[src/rtl/timer_pkg.sv]
// Shared encodings for the m_timer peripheral: FSM states, register map, mode values and CTRL bit layout.
package timer_pkg;

    typedef enum logic [1:0] {
        S_IDLE = 2'd0,
        S_LOAD = 2'd1,
        S_CNT  = 2'd2,
        S_INT  = 2'd3
    } state_t;

    localparam logic [1:0] ADDR_CTRL     = 2'd0;
    localparam logic [1:0] ADDR_PRESET   = 2'd1;
    localparam logic [1:0] ADDR_COUNT    = 2'd2;
    localparam logic [1:0] ADDR_PRESCALE = 2'd3;

    localparam logic [1:0] MODE_ONESHOT = 2'd0;
    localparam logic [1:0] MODE_RELOAD  = 2'd1;

    localparam int CTRL_EN_BIT   = 0;
    localparam int CTRL_MODE_LSB = 1;
    localparam int CTRL_MODE_MSB = 2;
    localparam int CTRL_IM_BIT   = 3;

    localparam int PRESCALE_W = 8;

    function automatic logic [31:0] ctrl_word(input logic en, input logic [1:0] mode, input logic im);
        logic [31:0] w;
        w = '0;
        w[CTRL_EN_BIT] = en;
        w[CTRL_MODE_MSB:CTRL_MODE_LSB] = mode;
        w[CTRL_IM_BIT] = im;
        return w;
    endfunction

endpackage

[src/rtl/m_timer_if.sv]
// Bridge-side register bus of the timer: word address, write strobe/data and combinational read data.
interface m_timer_if;
    logic [1:0]  addr;
    logic        we;
    logic [31:0] wdata;
    logic [31:0] rdata;

    modport master (output addr, output we, output wdata, input rdata);
    modport slave  (input addr, input we, input wdata, output rdata);
endinterface

[src/rtl/timer_prescaler.sv]
// Count-rate divider for m_timer; only built when TIMER_PRESCALE_EN is defined.
`ifdef TIMER_PRESCALE_EN
module timer_prescaler
    import timer_pkg::*;
(
    input  logic                  clk,
    input  logic                  reset,
    input  logic                  clear,
    input  logic                  run,
    input  logic [PRESCALE_W-1:0] reload,
    output logic                  tick
);
    logic [PRESCALE_W-1:0] div_reg;

    always_ff @(posedge clk or negedge reset) begin
        if (!reset) begin
            div_reg <= '0;
        end else if (clear) begin
            div_reg <= '0;
        end else if (run) begin
            div_reg <= (div_reg == '0) ? reload : div_reg - PRESCALE_W'(1);
        end
    end

    assign tick = (div_reg == '0);
endmodule
`endif

[src/rtl/m_timer.sv]
// Memory-mapped one-shot / auto-reload timer driving CP0 HWInt[0].
// Optional PRESCALE register and divider enabled by TIMER_PRESCALE_EN.
module m_timer
    import timer_pkg::*;
#(
    parameter int CNT_W = 32
) (
    input  logic       clk,
    input  logic       reset,
    m_timer_if.slave   bus,
    output logic       irq
);
    state_t           state_reg;
    logic             en_reg;
    logic [1:0]       mode_reg;
    logic             im_reg;
    logic             irq_flag_reg;
    logic [CNT_W-1:0] preset_reg;
    logic [CNT_W-1:0] count_reg;
    logic             tick;

    logic ctrl_wr;
    logic preset_wr;

    assign ctrl_wr   = bus.we && (bus.addr == ADDR_CTRL);
    assign preset_wr = bus.we && (bus.addr == ADDR_PRESET);

`ifdef TIMER_PRESCALE_EN
    logic [PRESCALE_W-1:0] prescale_reg;

    always_ff @(posedge clk or negedge reset) begin
        if (!reset) begin
            prescale_reg <= '0;
        end else if (bus.we && (bus.addr == ADDR_PRESCALE)) begin
            prescale_reg <= bus.wdata[PRESCALE_W-1:0];
        end
    end

    timer_prescaler u_prescaler (
        .clk    (clk),
        .reset  (reset),
        .clear  (state_reg == S_LOAD),
        .run    ((state_reg == S_CNT) && en_reg),
        .reload (prescale_reg),
        .tick   (tick)
    );
`else
    assign tick = 1'b1;
`endif

    always_ff @(posedge clk or negedge reset) begin
        if (!reset) begin
            state_reg    <= S_IDLE;
            en_reg       <= 1'b0;
            mode_reg     <= MODE_ONESHOT;
            im_reg       <= 1'b0;
            irq_flag_reg <= 1'b0;
            preset_reg   <= '0;
            count_reg    <= '0;
        end else begin
            if (preset_wr) begin
                preset_reg <= bus.wdata[CNT_W-1:0];
            end

            case (state_reg)
                S_IDLE: begin
                    if (en_reg) begin
                        state_reg <= S_LOAD;
                    end
                end
                S_LOAD: begin
                    // Clearing here ends the single-cycle reload-mode pulse.
                    count_reg    <= preset_reg;
                    irq_flag_reg <= 1'b0;
                    state_reg    <= S_CNT;
                end
                S_CNT: begin
                    if (!en_reg) begin
                        state_reg <= S_IDLE;
                    end else if (tick) begin
                        if (count_reg == '0) begin
                            state_reg <= S_INT;
                        end else begin
                            count_reg <= count_reg - CNT_W'(1);
                        end
                    end
                end
                S_INT: begin
                    irq_flag_reg <= 1'b1;
                    if (mode_reg == MODE_RELOAD) begin
                        state_reg <= S_LOAD;
                    end else begin
                        en_reg    <= 1'b0;
                        state_reg <= S_IDLE;
                    end
                end
                default: state_reg <= S_IDLE;
            endcase

            // A CTRL write overrides the FSM's EN clear and its flag set in the same cycle.
            if (ctrl_wr) begin
                en_reg       <= bus.wdata[CTRL_EN_BIT];
                mode_reg     <= bus.wdata[CTRL_MODE_MSB:CTRL_MODE_LSB];
                im_reg       <= bus.wdata[CTRL_IM_BIT];
                irq_flag_reg <= 1'b0;
            end
        end
    end

    assign irq = irq_flag_reg & im_reg;

    always_comb begin
        bus.rdata = '0;
        case (bus.addr)
            ADDR_CTRL:     bus.rdata = ctrl_word(en_reg, mode_reg, im_reg);
            ADDR_PRESET:   bus.rdata = 32'(preset_reg);
            ADDR_COUNT:    bus.rdata = 32'(count_reg);
`ifdef TIMER_PRESCALE_EN
            ADDR_PRESCALE: bus.rdata = 32'(prescale_reg);
`else
            ADDR_PRESCALE: bus.rdata = '0;
`endif
            default:       bus.rdata = '0;
        endcase
    end
endmodule
[src/flat_wrapper.sv]
// flat-port wrapper written by rule: the top's interface ports become plain ports
module m_timer_flat import timer_pkg::*;
#(
    parameter int CNT_W = 32
)
  (clk, reset, irq, bus_addr, bus_we, bus_wdata, bus_rdata);
  m_timer_if bus_i ();
  input  logic clk;
  input  logic reset;
  output logic irq;
  input wire logic [$bits(bus_i.addr)-1:0] bus_addr;
  input wire logic [$bits(bus_i.we)-1:0] bus_we;
  input wire logic [$bits(bus_i.wdata)-1:0] bus_wdata;
  output wire logic [$bits(bus_i.rdata)-1:0] bus_rdata;
  assign bus_i.addr = bus_addr;
  assign bus_i.we = bus_we;
  assign bus_i.wdata = bus_wdata;
  assign bus_rdata = bus_i.rdata;
  m_timer #(.CNT_W(CNT_W)) u_core (.clk(clk), .reset(reset), .bus(bus_i), .irq(irq));
endmodule
[config.mk]
export PLATFORM = sky130hd
export DESIGN_NAME = m_timer_flat
export DESIGN_NICKNAME = d
export VERILOG_FILES = /design/src/rtl/timer_pkg.sv /design/src/rtl/m_timer_if.sv /design/src/rtl/timer_prescaler.sv /design/src/rtl/m_timer.sv /design/src/flat_wrapper.sv
export SDC_FILE = /design/constraint.sdc
export NUM_CORES = 1
export LEC_CHECK = 0
export CELL_PAD_IN_SITES_DETAIL_PLACEMENT = 0
export CELL_PAD_IN_SITES_GLOBAL_PLACEMENT = 1
export CORE_MARGIN = 2
export CORE_UTILIZATION = 37
export CTS_CLUSTER_SIZE = 12
export DETAILED_ROUTE_END_ITERATION = 6
export HOLD_SLACK_MARGIN = 0.03
export PLACE_DENSITY = 0.79
export SYNTH_ARGS = -nofsm -noshare
export SYNTH_HDL_FRONTEND = slang
export SYNTH_HIERARCHICAL = 1
export SYNTH_SLANG_ARGS = --single-unit
[constraint.sdc]
create_clock -name clk -period 2.8 [get_ports clk]
set_input_delay 0.84 -clock clk [delete_from_list [all_inputs] [get_ports clk]]
set_output_delay 0.84 -clock clk [all_outputs]
set_load 0.05 [all_outputs]
==> impl_metrics.tcl, run 1 <==
set metrics [dict create \
    outcome "finished clean" \
    worstMarginPinSlew_ns 0.5982 \
    postLayoutCellArea_mm2 0.005843 \
    synthArstFlopShare_pct 100.0 \
    grt_pass1_wl_mm 19.19 \
    synthCells 402 \
    clkPwrFrac_pct 14.5 \
    cp_data_required_time_ns 1.96 \
    n_fill_cell 970 \
    p_per_area_mw_per_mm2 886.7 \
    p_sw_share_pct 42.09 \
    fin_nets 528 \
    path_class "in -> out" \
    relSlewSlack_pct 59.81 \
    synthesis.area_mm2 0.004059 \
    cp-end-kind "output port" \
    synth_top_area_share_pct 43.77 \
    tritoncts "yes" \
    yosysSeqAreaShare_pct 43.77 \
    min_period_ns 2.743 \
    die_area_mm2 0.01182 \
    antenna_cells 0 \
    clkSinkCount 71 \
    syn-num-nets 440 \
    ir_drop_uv 354.9 \
    root_buffer "clkbuf_8" \
    grt_usage_pct 20.95 \
    cts.clk_slew.worst_paths_ns 0.07 \
    grt_pass1_vias 3713 \
    area_growth_syn_to_layout_pct 43.96 \
    synthTopCellsByArea "dfrtp_1, mux2_2, a22o_1, nand2_1, nor2_1" \
    port-buffer-count 69 \
    synth-seq-cells 71 \
    hold_violations 0 \
    ios 70 \
    ys_warn_count 6 \
    fin_crit_sh_pct 97.96 \
    firstDrtPassIters 7 \
    fmax_mhz 364.6 \
    power.leakage_nw 2.392 \
    critPathLaunchType "primary input" \
    maxCapViolCount 0 \
    holdCritPathClass "in -> async" \
    drtIter0Drc 174 \
    synth_edf_count 0 \
    skew_ns 0.01051 \
    holdBufCountCts 0 \
    synth_ff_type "dfrtp_1" \
    rsz0062_at_grt "false" \
    placed_cell_area_mm2 0.005490 \
    die_h_um 108.7 \
    avgViaCountPerCell 5.829 \
    net-switching-power_mw 2.181 \
    fin_util_pct 54.14 \
    place.gp.congestion 0.8384 \
    cp_max_fo 11 \
    ys_types 64 \
    antenna_found_initial 0 \
    syn_area_per_cell_um2 10.10 \
    wl_mm 11.73 \
    setup_tns_ns 0 \
    arrival_ns 1.90 \
    vias 3684 \
    final_common_cell "dfrtp_1" \
    coreArea_mm2 0.01079 \
    p_comb_share_pct 50.3 \
    rows 38 \
    setup-violations-final 0 \
    clk_path_buf_depth 2 \
    total_power_mw 5.181 \
    slew_violations 0 \
    drive_gt1_share_pct 35.98 \
    power.internal_mw 3.000 \
    ant_nets 0 \
    fp.dieW_um 108.7 \
    grt-ovfl-total 0 \
    initial_utilization_pct 37.61 \
    synth_top_area_cell "dfrtp_1" \
    wl_per_cell_um 18.56 \
    clock_latency_ns 0.35 \
    ctsHtreeMaxLevel 3 \
    cts_buffers 9 \
    power_frac_seq_pct 35.1 \
    mostFrequentLayoutCells "dfrtp_1, buf_12, mux2_2" \
    route.detailed.drc 0 \
    grt_max_degree 43 \
    dp_hpwl_mm 8.067 \
]
-- synth_stat cells, drive strengths merged (4+ instances only) --
| library cell | count |
|---|---|
| mux2 | 35 |
| a22o | 30 |
| or4 | 5 |
| a2bb2oi | 6 |
| nand2 | 28 |
| o22a | 4 |
| a21oi | 13 |
| mux2i | 4 |
| nor2b | 5 |
| buf | 13 |
| clkbuf | 22 |
| o2bb2ai | 5 |
| a22oi | 5 |
| nor2 | 25 |
| inv | 5 |
| a31oi | 14 |
| o21ai | 23 |
| o31ai | 8 |
| nand3 | 5 |
| nor3 | 17 |
| nor4 | 7 |
| dfrtp | 71 |
| o22ai | 5 |
-- layout make-up --
class	instances	area, µm²	area share [%]
Sequential cell	71	1777	30.41
Clock buffer	12	165.2	2.827
Tap cell	140	175.2	2.998
Timing Repair Buffer	112	1453	24.86
Clock inverter	1	5.005	0.08565
Multi-Input combinational cell	291	2250	38.50
Inverter	5	18.77	0.3212
-- path summary, 6_finish.rpt --
check	startpoint	end	slack, ns	cells past startpoint
max	bus_addr[0]	bus_rdata[11]	0.06	7
min reg2reg	u_core/im_reg	u_core/im_reg	0.53	1
min in group clk	u_core/im_reg	u_core/im_reg	0.53	1
max reg2reg	u_core/count_reg[0]	u_core/count_reg[0]	0.18	7
max in group asynchronous	reset	u_core/preset_reg[12]	1.59	2
min	reset	u_core/im_reg	0.44	1
-- kinds of logic after synthesis --
family / Yosys count / share of synthesized area (%)
compound gates: 137 / 24.69
simple gates: 114 / 15.78
flops: 71 / 43.77
buf+inv: 40 / 4.747
mux: 39 / 10.70
fa+ha+maj: 1 / 0.3082
-- power by group through the flow --
stage | Combinational [mW] | Clock [mW] | Sequential (mW)
final | 2.61 | 0.754 | 1.82
after global routing | 2.82 | 0.807 | 1.88
after CTS | 2.59 | 0.768 | 1.81
after detailed placement | 2.55 | 0 | 1.82
after global placement | 2.50 | 0 | 1.81
after floorplan | 1.70 | 0 | 1.67
-- layer usage --
layer	vias to the layer above	track usage, %	wire (µm)
met4	0	8.974	162
met3	13	2.690	582
met2	124	34.69	5966
li1	1717	-	-
met5	-	0	0
met1	1830	27.60	5018
-- timing repair --
action	4_1_cts	5_1_grt
endpoints found under the hold margin	0	0
pin swaps	1	1
buffers inserted	6	0
cloned	2	0
gates resized for setup	19	6
setup endpoints to repair	32	19
-- worst max-delay path, cell delays in order --
cell and delay (ns):
buf_2 0.13, nor2b_4 0.14, buf_4 0.14, buf_12 0.12, buf_16 0.15, a22o_4 0.23, buf_12 0.14
-- through the flow --
step           setup slack [ns]  hold WS, ns  instances
2_1_floorplan          -0.06291       0.4941        402
3_5_place_dp            -0.2446       0.5205        611
3_3_place_gp            -0.2044       0.5071        611
5_1_grt                 0.03091       0.4680        632
4_1_cts                0.003308       0.4429        632
6_report                0.05709       0.4427        632
Power figures use the tool's default switching activity.
==> inputs of run 2 (changes only) <==
--- a/config.mk
+++ b/config.mk
@@ -5,14 +5,15 @@
 export SDC_FILE = /design/constraint.sdc
 export NUM_CORES = 1
 export LEC_CHECK = 0
+export ABC_AREA = 1
 export CELL_PAD_IN_SITES_DETAIL_PLACEMENT = 0
 export CELL_PAD_IN_SITES_GLOBAL_PLACEMENT = 1
 export CORE_MARGIN = 2
-export CORE_UTILIZATION = 37
+export CORE_UTILIZATION = 35
 export CTS_CLUSTER_SIZE = 12
 export DETAILED_ROUTE_END_ITERATION = 6
 export HOLD_SLACK_MARGIN = 0.03
-export PLACE_DENSITY = 0.79
+export PLACE_DENSITY = 0.8
 export SYNTH_ARGS = -nofsm -noshare
 export SYNTH_HDL_FRONTEND = slang
 export SYNTH_HIERARCHICAL = 1
==> impl_metrics.tcl, run 2 <==
set metrics [dict create \
    outcome "finished clean" \
    path_class "in -> out" \
    postLayoutCellArea_mm2 0.005807 \
    total_power_mw 5.605 \
    synth_xor_area_share_pct 0.1947 \
    coreArea_mm2 0.01257 \
    cp_max_fo 8 \
    rsz0062_at_grt "false" \
    clk_path_buf_depth 2 \
    synth_top_family_by_area "simple AND/OR/NAND/NOR gates" \
    ys_warn_count 6 \
    dp_hpwl_mm 10.08 \
    fin_nets 766 \
    min_period_ns 2.710 \
    setup-violations-final 0 \
    place.gp.congestion 0.8917 \
    synthTopCellsByArea "dfrtp_1, nand2_1, nand3_1, nor2_1, inv_1" \
    synthesis.area_mm2 0.004499 \
    rows 41 \
    synth_top_area_cell "dfrtp_1" \
    tritoncts "yes" \
    synth_edf_count 0 \
    p_per_area_mw_per_mm2 965.2 \
    worstMarginPinSlew_ns 0.7938 \
    synth_ff_type "dfrtp_1" \
    fin_crit_sh_pct 96.78 \
    ios 70 \
    grt-ovfl-total 0 \
    holdBufCountCts 0 \
    fin_util_pct 46.20 \
    ys_types 32 \
    cts_buffers 9 \
    clkSinkCount 71 \
    grt_max_degree 47 \
    antenna_cells 0 \
    arrival_ns 1.87 \
    syn-num-nets 690 \
    grt_usage_pct 20.38 \
    critPathLaunchType "primary input" \
    wl_mm 13.23 \
    avgViaCountPerCell 4.888 \
    wl_per_cell_um 14.63 \
    drtIter0Drc 233 \
    dp_slack_ns -0.3321 \
    synth_top_area_share_pct 39.49 \
    top_layer_used "met4" \
    cp-end-kind "output port" \
    ctsHtreeMaxLevel 3 \
    ant_nets 0 \
    hold_violations 0 \
    cts.clk_slew.worst_paths_ns 0.05 \
    route.detailed.drc 0 \
    final_common_cell "nand2_1" \
    dr_wl_met2_mm 6.124 \
    cp_slowest_cell "dlygate4sd2_1" \
    grt_pass1_vias 4394 \
    grt_pass1_wl_mm 22.47 \
    mostFrequentLayoutCells "nand2_1, nor2_1, dfrtp_1" \
    power.leakage_nw 2.801 \
    synth-seq-cells 71 \
    synth_compound_area_share_pct 12.99 \
    synthArstFlopShare_pct 100.0 \
    cp_data_required_time_ns 1.96 \
    synthCells 652 \
    firstDrtPassIters 5 \
    area_growth_syn_to_layout_pct 29.06 \
    fp.dieW_um 117.4 \
    root_buffer "clkbuf_16" \
    muxShareOfSynthArea_pct 3.254 \
    relSlewSlack_pct 47.02 \
    fin_ws_ns 0.09006 \
    synth_most_common_cell "nand2_1" \
    synthAdderAreaFrac_pct 0.2781 \
    die_h_um 117.4 \
    slew_violations 0 \
    die_area_mm2 0.01378 \
    met1Wirelength_mm 6.250 \
    worstPathCellList "dlygate4sd2_1 > nand2_2 > clkinv_1 > buf_4 > nand2_1 > o211ai_1 > buf_4" \
    skew_ns 0.005692 \
    ys_top_cells_by_count "nand2_1, nor2_1, dfrtp_1, nand3_1, inv_1" \
    cpPeakStageDelay_ns 0.26 \
    crit_top_cell "buf_4" \
    yosys.area_share.simple_pct 34.26 \
    yosysSeqAreaShare_pct 39.49 \
    wl_met3_um 514 \
    maxCapViolCount 0 \
    initial_utilization_pct 35.80 \
    holdCritPathClass "in -> async" \
    vias 4419 \
    antenna_found_initial 0 \
    placed_cell_area_mm2 0.005515 \
    clock_latency_ns 0.35 \
    fmax_mhz 369.0 \
    syn_area_per_cell_um2 6.901 \
    ir_drop_uv 456.6 \
    drive_gt1_share_pct 18.58 \
    port-buffer-count 69 \
]
run 2: cell count changes in the layout (fill, tap and decap cells not counted), moves of 24 or more:
| cell | change |
|---|---|
| o21ai_0 | +24 |
| buf_12 | -29 |
| nor2_1 | +60 |
| nand3_1 | +61 |
| nand2_1 | +165 |
| inv_1 | +57 |
run 2: worst paths after layout:
check,slack (ns),cells past startpoint,endpoint,from
min in group clk,0.49,2,u_core/preset_reg[3],u_core/preset_reg[3]
setup / recovery,0.09,7,bus_rdata[1],bus_addr[0]
max in group asynchronous,1.66,2,u_core/preset_reg[16],reset
hold / removal,0.45,1,u_core/mode_reg[0],reset
setup reg to reg,0.61,11,u_core/count_reg[12],u_core/count_reg[0]
hold reg to reg,0.49,2,u_core/preset_reg[3],u_core/preset_reg[3]
run 2: what timing repair did:
item                                    in CTS  in global routing
endpoints found under the setup margin      32                 13
pin swaps                                    1                  0
setup buffers                                0                  0
resized for setup                           14                  3
run 2: metrics by stage:
step,setup TNS [ns],cells,hold slack (ns)
2_1_floorplan,-1.819,652,0.4530
3_3_place_gp,-7.439,889,0.4750
3_5_place_dp,-8.049,889,0.4791
4_1_cts,0,904,0.4645
5_1_grt,0,904,0.4847
6_report,0,904,0.4538
run 2: final cells by class:
type                    count  area, µm²
flip-flops and latches     71       1777
repair buffers             88      880.8
clock buffers              14      254.0
clock inverters             1      5.005
inverters                  79      304.0
multi-input cells         479       2371
fillers                  1316       6761
well taps                 172      215.2
run 2: power by group:
group	switching, mW	total (mW)	internal (mW)
clock network	0.432	1.05	0.619
registers	0.338	1.70	1.36
logic	1.91	2.85	0.942
run 2: routing by layer:
layer | global-route usage (%) | vias to the layer above
li1 | - | 2258
met5 | 0 | -
met1 | 27.13 | 2047
met4 | 8.660 | 0
met3 | 3.551 | 17
met2 | 32.71 | 97
run 2: logic make-up after synthesis:
group / after synthesis
mux: 13
simple gates: 365
xor+xnor: 1
buf+inv: 102
fa+ha+maj: 1
compound gates: 99
flops: 71
run 2: worst max-delay path: cells and delay by family:
| family | cells | cell delay [ns] |
|---|---|---|
| AOI/OAI and AO/OA | 1 | 0.08 |
| buffers and inverters | 4 | 0.75 |
| and+or+nand+nor | 2 | 0.19 |
